**src/rtl/spi_keycode_slave_if.sv**
```systemverilog
// spi_keycode_slave_if: SPI pin bundle between an external master and the keycode slave.
// Ports: SPI_SCLK, SPI_SS_N, SPI_MOSI (master to slave); SPI_MISO, SPI_MISO_OE (slave to master).
interface spi_keycode_slave_if;
  logic SPI_SCLK;
  logic SPI_SS_N;
  logic SPI_MOSI;
  logic SPI_MISO;
  logic SPI_MISO_OE;
  modport master (output SPI_SCLK, SPI_SS_N, SPI_MOSI, input SPI_MISO, SPI_MISO_OE);
  modport slave (input SPI_SCLK, SPI_SS_N, SPI_MOSI, output SPI_MISO, SPI_MISO_OE);
endinterface

```
**src/rtl/spi_keycode_slave.sv**
```systemverilog
// spi_keycode_slave: oversampled SPI mode-0 slave that commits FRAME_BYTES-byte keycode frames on SS_N rise.
// Ports: Clk/Reset (sync, active high); spi (slave modport of SPI pins); status_byte returned as first MISO byte;
// keycode (byte 0 in MSBs), keycode_valid and frame_err are one-Clk pulses at frame end.
module spi_keycode_slave #(
  parameter int FRAME_BYTES = 4,
  parameter int SYNC_STAGES = 2
) (
  input  logic                     Clk,
  input  logic                     Reset,
  spi_keycode_slave_if.slave       spi,
  input  logic [7:0]               status_byte,
  output logic [8*FRAME_BYTES-1:0] keycode,
  output logic                     keycode_valid,
  output logic                     frame_err
);
  localparam int BW = $clog2(FRAME_BYTES + 1);
  localparam logic [BW-1:0] FULL = BW'(FRAME_BYTES);
  typedef enum logic [1:0] {WAIT_IDLE, IDLE, ACTIVE} state_t;
  state_t state;
  logic [SYNC_STAGES-1:0] sclk_sync, ss_sync, mosi_sync;
  logic sclk_d, ss_d;
  logic sclk_rise, sclk_fall, ss_fall, ss_rise;
  logic [7:0] rx_shift, tx_shift;
  logic [2:0] bit_cnt;
  logic [BW-1:0] byte_cnt;
  logic overrun, oe;
  logic [8*FRAME_BYTES-1:0] frame_buf;
  logic [7:0] rx_next;
  assign rx_next = {rx_shift[6:0], mosi_sync[SYNC_STAGES-1]};
  assign spi.SPI_MISO_OE = oe;
  assign spi.SPI_MISO = oe & tx_shift[7];
  // Edge flags are registered so every pin event is acted on SYNC_STAGES+2 Clk after it happens.
  always_ff @(posedge Clk) begin
    if (Reset) begin
      sclk_sync <= '0;
      ss_sync   <= '0;
      mosi_sync <= '0;
      sclk_d    <= 1'b0;
      ss_d      <= 1'b0;
      sclk_rise <= 1'b0;
      sclk_fall <= 1'b0;
      ss_fall   <= 1'b0;
      ss_rise   <= 1'b0;
    end else begin
      sclk_sync <= {sclk_sync[SYNC_STAGES-2:0], spi.SPI_SCLK};
      ss_sync   <= {ss_sync[SYNC_STAGES-2:0], spi.SPI_SS_N};
      mosi_sync <= {mosi_sync[SYNC_STAGES-2:0], spi.SPI_MOSI};
      sclk_d    <= sclk_sync[SYNC_STAGES-1];
      ss_d      <= ss_sync[SYNC_STAGES-1];
      sclk_rise <= sclk_sync[SYNC_STAGES-1] & ~sclk_d;
      sclk_fall <= ~sclk_sync[SYNC_STAGES-1] & sclk_d;
      ss_fall   <= ~ss_sync[SYNC_STAGES-1] & ss_d;
      ss_rise   <= ss_sync[SYNC_STAGES-1] & ~ss_d;
    end
  end
  always_ff @(posedge Clk) begin
    if (Reset) begin
      state         <= WAIT_IDLE;
      rx_shift      <= '0;
      tx_shift      <= '0;
      bit_cnt       <= '0;
      byte_cnt      <= '0;
      overrun       <= 1'b0;
      oe            <= 1'b0;
      frame_buf     <= '0;
      keycode       <= '0;
      keycode_valid <= 1'b0;
      frame_err     <= 1'b0;
    end else begin
      keycode_valid <= 1'b0;
      frame_err     <= 1'b0;
      case (state)
        WAIT_IDLE: if (ss_sync[SYNC_STAGES-1]) state <= IDLE;
        IDLE: if (ss_fall) begin
          tx_shift <= status_byte;
          bit_cnt  <= '0;
          byte_cnt <= '0;
          overrun  <= 1'b0;
          oe       <= 1'b1;
          state    <= ACTIVE;
        end
        ACTIVE: if (ss_rise) begin
          state <= IDLE;
          oe    <= 1'b0;
          if (byte_cnt == FULL && bit_cnt == 3'd0 && !overrun) begin
            keycode       <= frame_buf;
            keycode_valid <= 1'b1;
          end else frame_err <= 1'b1;
        end else if (sclk_rise) begin
          rx_shift <= rx_next;
          bit_cnt  <= bit_cnt + 3'd1;
          if (bit_cnt == 3'd7) begin
            // Shifting bytes in from the right leaves byte 0 in the MSBs once the frame is full.
            if (byte_cnt < FULL) begin
              frame_buf <= {frame_buf[8*FRAME_BYTES-9:0], rx_next};
              byte_cnt  <= byte_cnt + BW'(1);
            end else overrun <= 1'b1;
          end
        end else if (sclk_fall) tx_shift <= bit_cnt == 3'd0 ? rx_shift : {tx_shift[6:0], 1'b0};
        default: state <= WAIT_IDLE;
      endcase
    end
  end
endmodule

```
**src/flat_wrapper.sv**
```systemverilog
// flat-port wrapper written by rule: the top's interface ports become plain ports
module spi_keycode_slave_flat 
#(
  parameter int FRAME_BYTES = 4,
  parameter int SYNC_STAGES = 2
)
  (Clk, Reset, status_byte, keycode, keycode_valid, frame_err, spi_SPI_SCLK, spi_SPI_SS_N, spi_SPI_MOSI, spi_SPI_MISO, spi_SPI_MISO_OE);
  spi_keycode_slave_if spi_i ();
  input  logic Clk;
  input  logic Reset;
  input  logic [7:0] status_byte;
  output logic [8*FRAME_BYTES-1:0] keycode;
  output logic keycode_valid;
  output logic frame_err;
  input wire logic [$bits(spi_i.SPI_SCLK)-1:0] spi_SPI_SCLK;
  input wire logic [$bits(spi_i.SPI_SS_N)-1:0] spi_SPI_SS_N;
  input wire logic [$bits(spi_i.SPI_MOSI)-1:0] spi_SPI_MOSI;
  output wire logic [$bits(spi_i.SPI_MISO)-1:0] spi_SPI_MISO;
  output wire logic [$bits(spi_i.SPI_MISO_OE)-1:0] spi_SPI_MISO_OE;
  assign spi_i.SPI_SCLK = spi_SPI_SCLK;
  assign spi_i.SPI_SS_N = spi_SPI_SS_N;
  assign spi_i.SPI_MOSI = spi_SPI_MOSI;
  assign spi_SPI_MISO = spi_i.SPI_MISO;
  assign spi_SPI_MISO_OE = spi_i.SPI_MISO_OE;
  spi_keycode_slave #(.FRAME_BYTES(FRAME_BYTES), .SYNC_STAGES(SYNC_STAGES)) u_core (.Clk(Clk), .Reset(Reset), .spi(spi_i), .status_byte(status_byte), .keycode(keycode), .keycode_valid(keycode_valid), .frame_err(frame_err));
endmodule
```
**config.mk**
```make
export PLATFORM = sky130hd
export DESIGN_NAME = spi_keycode_slave_flat
export DESIGN_NICKNAME = d
export VERILOG_FILES = /design/src/rtl/spi_keycode_slave_if.sv /design/src/rtl/spi_keycode_slave.sv /design/src/flat_wrapper.sv
export SDC_FILE = /design/constraint.sdc
export NUM_CORES = 1
export LEC_CHECK = 0
export CAP_MARGIN = 20
export CORE_MARGIN = 1.5
export CORE_UTILIZATION = 55
export CTS_CLUSTER_DIAMETER = 60
export DETAILED_ROUTE_END_ITERATION = 10
export GPL_ROUTABILITY_DRIVEN = 0
export PLACE_DENSITY_LB_ADDON = 0.12
export SLEW_MARGIN = 40
export SYNTH_ARGS = -nofsm -noshare
export SYNTH_HDL_FRONTEND = slang
export SYNTH_SLANG_ARGS = --single-unit
```
**constraint.sdc**
```tcl
create_clock -name Clk -period 2.65 [get_ports Clk]
set_clock_uncertainty 0.2 [all_clocks]
set_input_delay 0.53 -clock Clk [delete_from_list [all_inputs] [get_ports Clk]]
set_output_delay 0.53 -clock Clk [all_outputs]
set_load 0.01 [all_outputs]
```
=== Yosys cells after proc, flatten, opt, wreduce, memory -nomap -nowiden ===
Index checks and enable logic that the tools add are counted.

* Flip-flop bits (word level): 104
* Word-level logic and storage cells: 94

* $add $sub $neg: 2
* $lt $le $gt $ge: 1
* Eq/ne operators: 14
* Mux-type cells: 30
* Bitwise logic cells: 11
* Reductions and logical operators: 16

{| class="wikitable"
|+ Operators by type and width
! kind !! count
|-
| 2-to-1 mux 8 bit || 5
|-
| 2-to-1 mux 3 bit || 7
|-
| case mux 8 bit (2 select lines) || 1
|-
| != test 2 x 1 -> 1 bit (second input constant) || 7
|-
| case mux 3 bit (2 select lines) || 2
|-
| AND reduction 3 bit || 4
|-
| AND reduction 6 bit || 2
|-
| AND reduction 5 bit || 2
|-
| 2-to-1 mux 1 bit || 9
|-
| adder 3 x 1 -> 3 bit (second input constant) || 2
|-
| equality test 3 bit (second input constant) || 2
|-
| 2-to-1 mux 2 bit || 3
|-
| != test 2 bit (second input constant) || 3
|-
| NOT 1 bit || 6
|-
| case mux 2 bit (3 select lines) || 1
|-
| AND 1 bit || 5
|-
| case mux 1 bit (2 select lines) || 2
|-
| AND reduction 4 bit || 1
|-
| logical NOT 3 bit || 1
|-
| < comparator 3 bit (second input constant) || 1
|-
| OR reduction 3 bit || 1
|-
| equality test 2 x 1 -> 1 bit (second input constant) || 1
|-
| equality test 2 bit (second input constant) || 1
|-
| logical AND 1 bit || 2
|-
| 3 further kinds || 3
|}

=== Logic depth before layout (Yosys ltp) ===
Gate-level depths: netlist of the first run.

* Depth in word-level cells: 6
* Gate-level depth with buffers: 8

=== Worst setup path before layout of the first run ===
OpenSTA, ideal clock, no wires.

* Path kind: register to register
* From: register u_core.state[0]
* To: register u_core.byte_cnt[2]
* Setup time: 77 ps
* Arrival: 1,724 ps
* Path slack: 649 ps
* Cell stages (with the launch flop): 8
* Buffers on the path: 1
* Path through: dfxtp_1 -> inv_1 -> ha_1 -> buf_2 -> nand2b_1 -> nand4_4 -> or4_1 -> a41oi_2

* Word-level cells in the longest chain between the ends: 3
* Elaborated cells between the ends (all ways): 10
* Those cells by class: eq/ne (7); mux (1); reduce/logical (2)

{| class="wikitable"
|+ Ends and longest elaborated chain
! what !! RTL line !! text
|-
| start: declaration || spi_keycode_slave.sv:19 || <nowiki>state_t state;</nowiki>
|-
| start signal: assignment || spi_keycode_slave.sv:58 || <nowiki>state <= WAIT_IDLE;</nowiki>
|-
| start signal: assignment || spi_keycode_slave.sv:73 || <nowiki>WAIT_IDLE: if (ss_sync[SYNC_STAGES-1]) state <= IDLE;</nowiki>
|-
| start signal: assignment || spi_keycode_slave.sv:80 || <nowiki>state <= ACTIVE;</nowiki>
|-
| equality test 2 bit / equality test 2 x 1 -> 1 bit (equally long branches) || spi_keycode_slave.sv:72 || <nowiki>case (state)</nowiki>
|-
| != test 2 x 1 -> 1 bit (no line) (tied with other cells) || -- ||
|-
| AND reduction 6 bit (no line) || -- ||
|-
| end signal: assignment || spi_keycode_slave.sv:96 || <nowiki>byte_cnt <= byte_cnt + BW'(1);</nowiki>
|-
| end: declaration || spi_keycode_slave.sv:25 || <nowiki>logic [BW-1:0] byte_cnt;</nowiki>
|}

Several ways; a longest one is shown, not always the timed one.
A chain may end at the register's enable or synchronous reset.

=== Worst setup path in the final report of the first run ===
* From: register u_core.state[0]
* To: register u_core.tx_shift[0]

* Word-level cells in the longest chain between the ends: 3
* Elaborated cells between the ends (all ways): 9
* Those cells by class: eq/ne (6); mux (1); reduce/logical (2)

{| class="wikitable"
|+ Ends and longest elaborated chain
! what !! RTL line !! text
|-
| equality test 2 bit / equality test 2 x 1 -> 1 bit (equally long branches) || spi_keycode_slave.sv:72 ||
|-
| != test 2 bit (no line) (tied with other cells) || -- ||
|-
| AND reduction 5 bit (no line) || -- ||
|-
| end signal: assignment || spi_keycode_slave.sv:75 || <nowiki>tx_shift <= status_byte;</nowiki>
|-
| end signal: assignment || spi_keycode_slave.sv:99 || <nowiki>end else if (sclk_fall) tx_shift <= bit_cnt == 3'd0 ? rx_shift : {tx_shift[6:0], 1'b0};</nowiki>
|-
| end: declaration || spi_keycode_slave.sv:23 || <nowiki>logic [7:0] rx_shift, tx_shift;</nowiki>
|}

Several ways; a longest one is shown, not always the timed one.

==> results.md, run 1 <==
- Status: finished clean
- CTS H-Tree Depth: 3
- Worst-Margin Slew: 696 ps
- Worst r2r dst: u_core.tx_shift[0]
- Die area: 7990 sq um
- Core area: 7250 sq um
- HP Class: reg2reg
- Layer with the highest usage: met2
- Met1 Usage GRT: 0.282
- Final Hold Fails: 0
- Final Non-Filler Cells: 623
- Pwr per Cell Area: 641 nW/um^2
- Wire length per cell: 12.7 um
- Clk buf depth: 2
- Worst vdd ir: 340 uV
- Total negative slack: 0 ps
- Worst path max stage delay: 620 ps
- Top-area cell type share of the netlist area: 0.507
- Post-Syn Nets: 506
- Register-to-register setup slack: 350 ps
- Layout cells sized above 1: 0.120
- DRC viols: 0
- Most used cell, CP: inv_1
- Final setup fails: 0
- Min-delay src: u_core.ss_d
- Fmax: 0.435 GHz
- Area delta synth->final: 18.6%
- Final ANT Viol Nets: 0
- ANT cells: 0
- CTS resizes: 0
- Multi-input gate area: 1830 sq um
- Site Rows: 31
- Total Wirelength: 7.89 mm
- WP data arrival: 2330 ps
- Netlist cell types: 39
- Ratio of final minimum period to clock period: 0.868
- Clock edge transition at the registers on the reported setup and hold paths: 90 ps
- Crit-path leading delay family: compound AO/OA/AOI/OAI gates
- Setup crit end kind: register
- Crit path max fanout: 15
- Port bufs: 48
- Initial antenna violation count: 0
- Max-slew violations: 0
- Number of buffers created by CTS: 9
- Post-synth EDFFs: 0
- Seq/Total Area, Yosys: 0.507
- Total setup buffers inserted after CTS: 0
- Die Ht: 89.4 um
- Largest net degree at the start of global routing: 57
- Slew headroom: 0.536
- Met2 Use GR: 0.352
- Unrepaired setup endpoints after global routing: no
- Initial drt markers: 147
- Dpl cells: 607
- Initial Util: 0.566
- Top-Level Pins: 49
- Chip Width: 89.4 um
- TritonRoute pass-1 iters: 4
- Number of synthesized register bits: 104
- Grt met3 use: 0.0360
- Post-synthesis cell count: 482
- Root Buffer Master: clkbuf_8
- Dpl ws: 332 ps
- CTS Sinks: 104
- GR Overflow Total: 0
- Gr usage total: 0.214
- Ranking of synthesized cells by area: dfxtp_1 (51%), nand2_1 (11%), a21oi_1 (10%)
- Clock latency on the worst-skew pair: 360 ps
- CP bufs+invs: 2
- Worst setup SP type: register
- MaxCap Viol Count: 0
- Synthesized area per cell: 8.52 sq um
- DR vias/cell: 5.22
- Post-detail-place hpwl: 5.38 mm
- Pleak: 1.60 nW
- Total power: 3.12 mW
- FF-to-FF path depth: 6
- Post-synth top area cell: dfxtp_1
- Critical path, cell by cell: inv_1 > ha_1 > inv_1 > o2111ai_2 > mux2i_1 > nor2_1
- Vias in the first global route: 2904
- PnR worst setup slack: 351 ps
- Final min period: 2300 ps
- Synth async-reset ratio: 0
- Kind of critical path: reg2reg
- CP max stage cell: o2111ai_2
- Post-Syn Area: 4110 sq um
- CP Data Required Time: 2680 ps
- Hold-critical path depth: 1
- First-pass GRT wire length: 13.3 mm
- Worst r2r src: u_core.state[0]
- Storage element area: 2080 sq um
- Vias: 3254
- Layout Nets: 543
- Post-CTS Hold Buffers: 0
- Hold EP: u_core.ss_rise
- Final design utilization: 0.671
- Layout fillers: 679
- Main synth FF type: dfxtp_1
- Synth warnings: 0
- CTS tree: built
-- per-layer routing --
layer | share of wire | wire length [um]
met5 | 0 | 0
met3 | 0.027 | 210
met2 | 0.48 | 3790
met4 | 0.016 | 124
met1 | 0.48 | 3770
-- flip-flops by register name, summed over array words and instances (netlist names), 3 cells and up --
register	count
u_core.bit_cnt	3
u_core.byte_cnt	3
u_core.frame_buf	32
u_core.keycode	32
u_core.rx_shift	8
u_core.tx_shift	8
-- worst max-delay path by stage --
stage / startpoint / end / slack, ps / cells past startpoint
final: u_core.state[0] / u_core.tx_shift[0] / 350 / 6
after global routing: u_core.state[0] / u_core.tx_shift[0] / 170 / 6
after CTS: u_core.state[0] / u_core.tx_shift[0] / 310 / 6
after detailed placement: u_core.state[0] / u_core.tx_shift[0] / 330 / 6
after global placement: u_core.state[0] / u_core.tx_shift[0] / 410 / 6
after floorplan: u_core.state[0] / u_core.byte_cnt[2] / 650 / 7
-- through the flow --
step | hold WS [ps] | area (sq um)
after floorplan | 183 | 4110
after global placement | 189 | 4650
after detailed placement | 199 | 4650
after CTS | 210 | 4870
after global routing | 216 | 4870
final | 210 | 4870
-- report_power, final --
group / switching (mW) / internal [mW] / leakage, nW
clock network: 0.522 / 0.537 / 0.103
logic: 0.237 / 0.170 / 0.655
registers: 0.0359 / 1.62 / 0.840
total: 0.795 / 2.32 / 1.60
-- synthesized netlist by cell type, types with 2 or more instances --
library cell / n
a21oi_1: 82
o31ai_1: 2
buf_4: 2
a211o_1: 7
nand2_1: 125
or4_1: 4
nor3b_1: 3
dfxtp_1: 104
buf_1: 2
mux2i_1: 10
nor2_1: 15
nand3_1: 13
inv_1: 11
clkbuf_1: 18
ha_1: 11
buf_6: 3
nor2b_1: 9
nand2b_1: 3
buf_2: 7
nand2_2: 31
nor3_1: 2
-- placed cells by master (no fill, tap or decap), types with 2 or more instances in the layout --
cell type        count
a211o_1              7
a21oi_1             82
buf_12               2
buf_4                8
bufinv_16            2
clkbuf_8             9
clkdlybuf4s50_1     47
clkinvlp_4           2
dfxtp_1            104
ha_1                11
inv_1               11
mux2i_1             10
nand2_1            125
nand2_2             31
nand2b_1             3
nand3_1             13
nor2_1              15
nor2b_1              9
nor3_1               2
nor3b_1              3
o31ai_1              2
or4_1                3
-- layout make-up --
type | instances | share of cell area
clock buffers | 10 | 0.0262
inverters | 11 | 0.00848
well taps | 99 | 0.0254
clock inverters | 6 | 0.0190
flip-flops and latches | 104 | 0.428
multi-input cells | 335 | 0.375
repair buffers | 58 | 0.118
-- cells by family (layout without fill, tap and decap cells) --
group                      count (synthesis)  in the layout  synth area share
DFF                                      104            104             0.507
adders and majority gates                 11             11            0.0335
muxes                                     10             10            0.0244
and+or+nand+nor                          214            214             0.248
buffers and inverters                     43             85            0.0487
AOI/OAI and AO/OA                        100            100             0.138
Power figures use the tool's default switching activity.
==> run 2, diff against run 1 <==
==> constraint.sdc (replaced) <==
create_clock -name Clk -period 2.65 [get_ports Clk]
set_clock_uncertainty 0.2 [all_clocks]
set_input_delay 0.265 -clock Clk [delete_from_list [all_inputs] [get_ports Clk]]
set_output_delay 0.265 -clock Clk [all_outputs]
set_load 0.01 [all_outputs]
==> results.md, run 2 (synthesized netlist as in run 1, its figures left out) <==
- Status: finished clean
- Clk buf depth: 2 (unchanged)
- Largest registers: u_core.frame_buf x32, u_core.keycode x32
- Chip Width: 89.4 um (unchanged)
- Max-slew violations: 0 (unchanged)
- Final ANT Viol Nets: 0 (unchanged)
- CTS resizes: 0 (unchanged)
- Total Wirelength: 8.16 mm (+3.4%)
- CP Data Required Time: 2650 ps (-30 ps)
- CP max stage cell: or4_2
- Pleak: 1.60 nW (+0.19%)
- Unrepaired setup endpoints after global routing: no
- Initial drt markers: 174 (+18%)
- Min-delay src: u_core.ss_d
- FF-to-FF path depth: 7 (+1)
- CTS Sinks: 104 (unchanged)
- HP Class: reg2reg
- Area delta synth->final: 18.1%
- CTS H-Tree Depth: 3 (unchanged)
- Worst r2r src: u_core.state[0]
- Total negative slack: 0 ps (unchanged)
- Worst vdd ir: 384 uV (+13%)
- Initial antenna violation count: 0 (unchanged)
- Crit-path leading delay family: simple AND/OR/NAND/NOR gates
- Final setup fails: 0 (unchanged)
- CP bufs+invs: 2 (unchanged)
- Slew headroom: 0.513 (-0.0222)
- Most frequent cells in the layout: nand2_1 (125), dfxtp_1 (104), a21oi_1 (82), clkdlybuf4s50_1 (47), nand2_2 (31)
- Crit path depth: 7 (+1)
- Layout cells sized above 1: 0.120 (unchanged)
- Vias: 3272 (+0.55%)
- Die Ht: 89.4 um (unchanged)
- Top-Level Pins: 49 (unchanged)
- Post-detail-place hpwl: 5.44 mm (+1.1%)
- Register-to-register setup slack: 270 ps (-80 ps)
- Vias in the first global route: 3016 (+3.9%)
- Critical path, cell by cell: inv_1 > ha_1 > nand2_1 > or4_2 > buf_4 > nand2_2 > a21oi_1
- Initial Util: 0.566 (unchanged)
- GR Overflow Total: 0 (unchanged)
- WP data arrival: 2380 ps (+50 ps)
- TritonRoute pass-1 iters: 5 (+1)
- Wire length per cell: 13.1 um (+3.4%)
- DRC viols: 0 (unchanged)
- Hold Slack: 213 ps (+3.23 ps)
- Clock latency on the worst-skew pair: 350 ps (about the same)
- Die area: 7990 sq um (unchanged)
- Clock edge transition at the registers on the reported setup and hold paths: 90 ps (about the same)
- Final min period: 2380 ps (+76.3 ps)
- ANT cells: 0 (unchanged)
- MaxCap Viol Count: 0 (unchanged)
- Crit path max fanout: 29 (+14)
- Gr usage total: 0.222 (+0.00747)
- Kind of critical path: reg2reg
- Core area: 7250 sq um (unchanged)
- Layout Nets: 544 (+0.18%)
- CTS tree: built
- Root Buffer Master: clkbuf_8
- Post-DP Area: 4630 sq um (-0.38%)
- Port bufs: 48 (unchanged)
- Most common cell after layout, fill and taps aside: nand2_1
- Total setup buffers inserted after CTS: 0 (unchanged)
- Worst path max stage delay: 640 ps (+20 ps)
- Pwr per Cell Area: 646 nW/um^2 (+0.81%)
- Hold-critical path depth: 1 (unchanged)
- Fmax: 0.421 GHz (-3.2%)
- Final Hold Fails: 0 (unchanged)
- Hold EP: u_core.ss_rise
- Ratio of final minimum period to clock period: 0.896 (+0.0288)
- Fin area: 4850 sq um (-0.36%)
- DR vias/cell: 5.25 (+0.55%)
- Setup crit end kind: register
- Site Rows: 31 (unchanged)
- Number of buffers created by CTS: 9 (unchanged)
- Worst r2r dst: u_core.keycode[1]
- Worst setup SP type: register
- First-pass GRT wire length: 13.8 mm (+3.7%)
- Largest net degree at the start of global routing: 41 (-28%)
- Worst-Margin Slew: 730 ps (+33.4 ps)
- Post-CTS Hold Buffers: 0 (unchanged)
run 2: changes by cell type in the layout (fill, tap and decap cells not counted):
cell        before  now
buf_12           2    0
buf_4            8   11
clkbuf_8         9   11
clkinv_2         0    1
clkinv_4         1    0
clkinvlp_4       2    0
inv_6            1    0
run 2: final cells by class:
type	count	area, sq um
fillers	625	2400
well taps	99	124
multi-input cells	335	1830
repair buffers	59	558
clock inverters	3	65.1
clock buffers	12	155
inverters	11	41.3
flip-flops and latches	104	2080
run 2: layer usage:
| layer | track usage | share of wire | vias to the layer above |
|---|---|---|---|
| li1 | - | - | 1672 |
| met4 | 0.0713 | 0.0078 | 0 |
| met1 | 0.296 | 0.47 | 1533 |
| met3 | 0.0305 | 0.034 | 6 |
| met5 | 0 | 0 | - |
| met2 | 0.372 | 0.48 | 61 |
run 2: report_power, final:
group          total (mW)  leakage, nW  internal, mW  switching (mW)
sequential           1.65        0.840          1.62          0.0350
combinational       0.410        0.648         0.169           0.241
clock                1.07        0.112         0.578           0.493
total                3.13         1.60          2.36           0.769
run 2: how the worst max path moves through the flow:
stage,to,start,slack (ps)
after detailed placement,u_core.keycode[5],u_core.state[0],300
after global routing,u_core.keycode[7],u_core.state[0],150
after global placement,u_core.keycode[3],u_core.state[0],420
after CTS,u_core.keycode[5],u_core.state[0],290
final,u_core.keycode[1],u_core.state[0],270
after floorplan,u_core.byte_cnt[2],u_core.state[0],650
run 2: through the flow:
stage | power [mW] | setup WS [ps] | cells | util
floorplan | 2.00 | 649 | 482 | -
global placement | 2.08 | 421 | 608 | 0.638
detailed placement | 2.10 | 299 | 608 | 0.638
CTS | 3.15 | 288 | 623 | 0.669
global route | 3.27 | 149 | 623 | 0.669
finish | 3.13 | 274 | 623 | 0.669
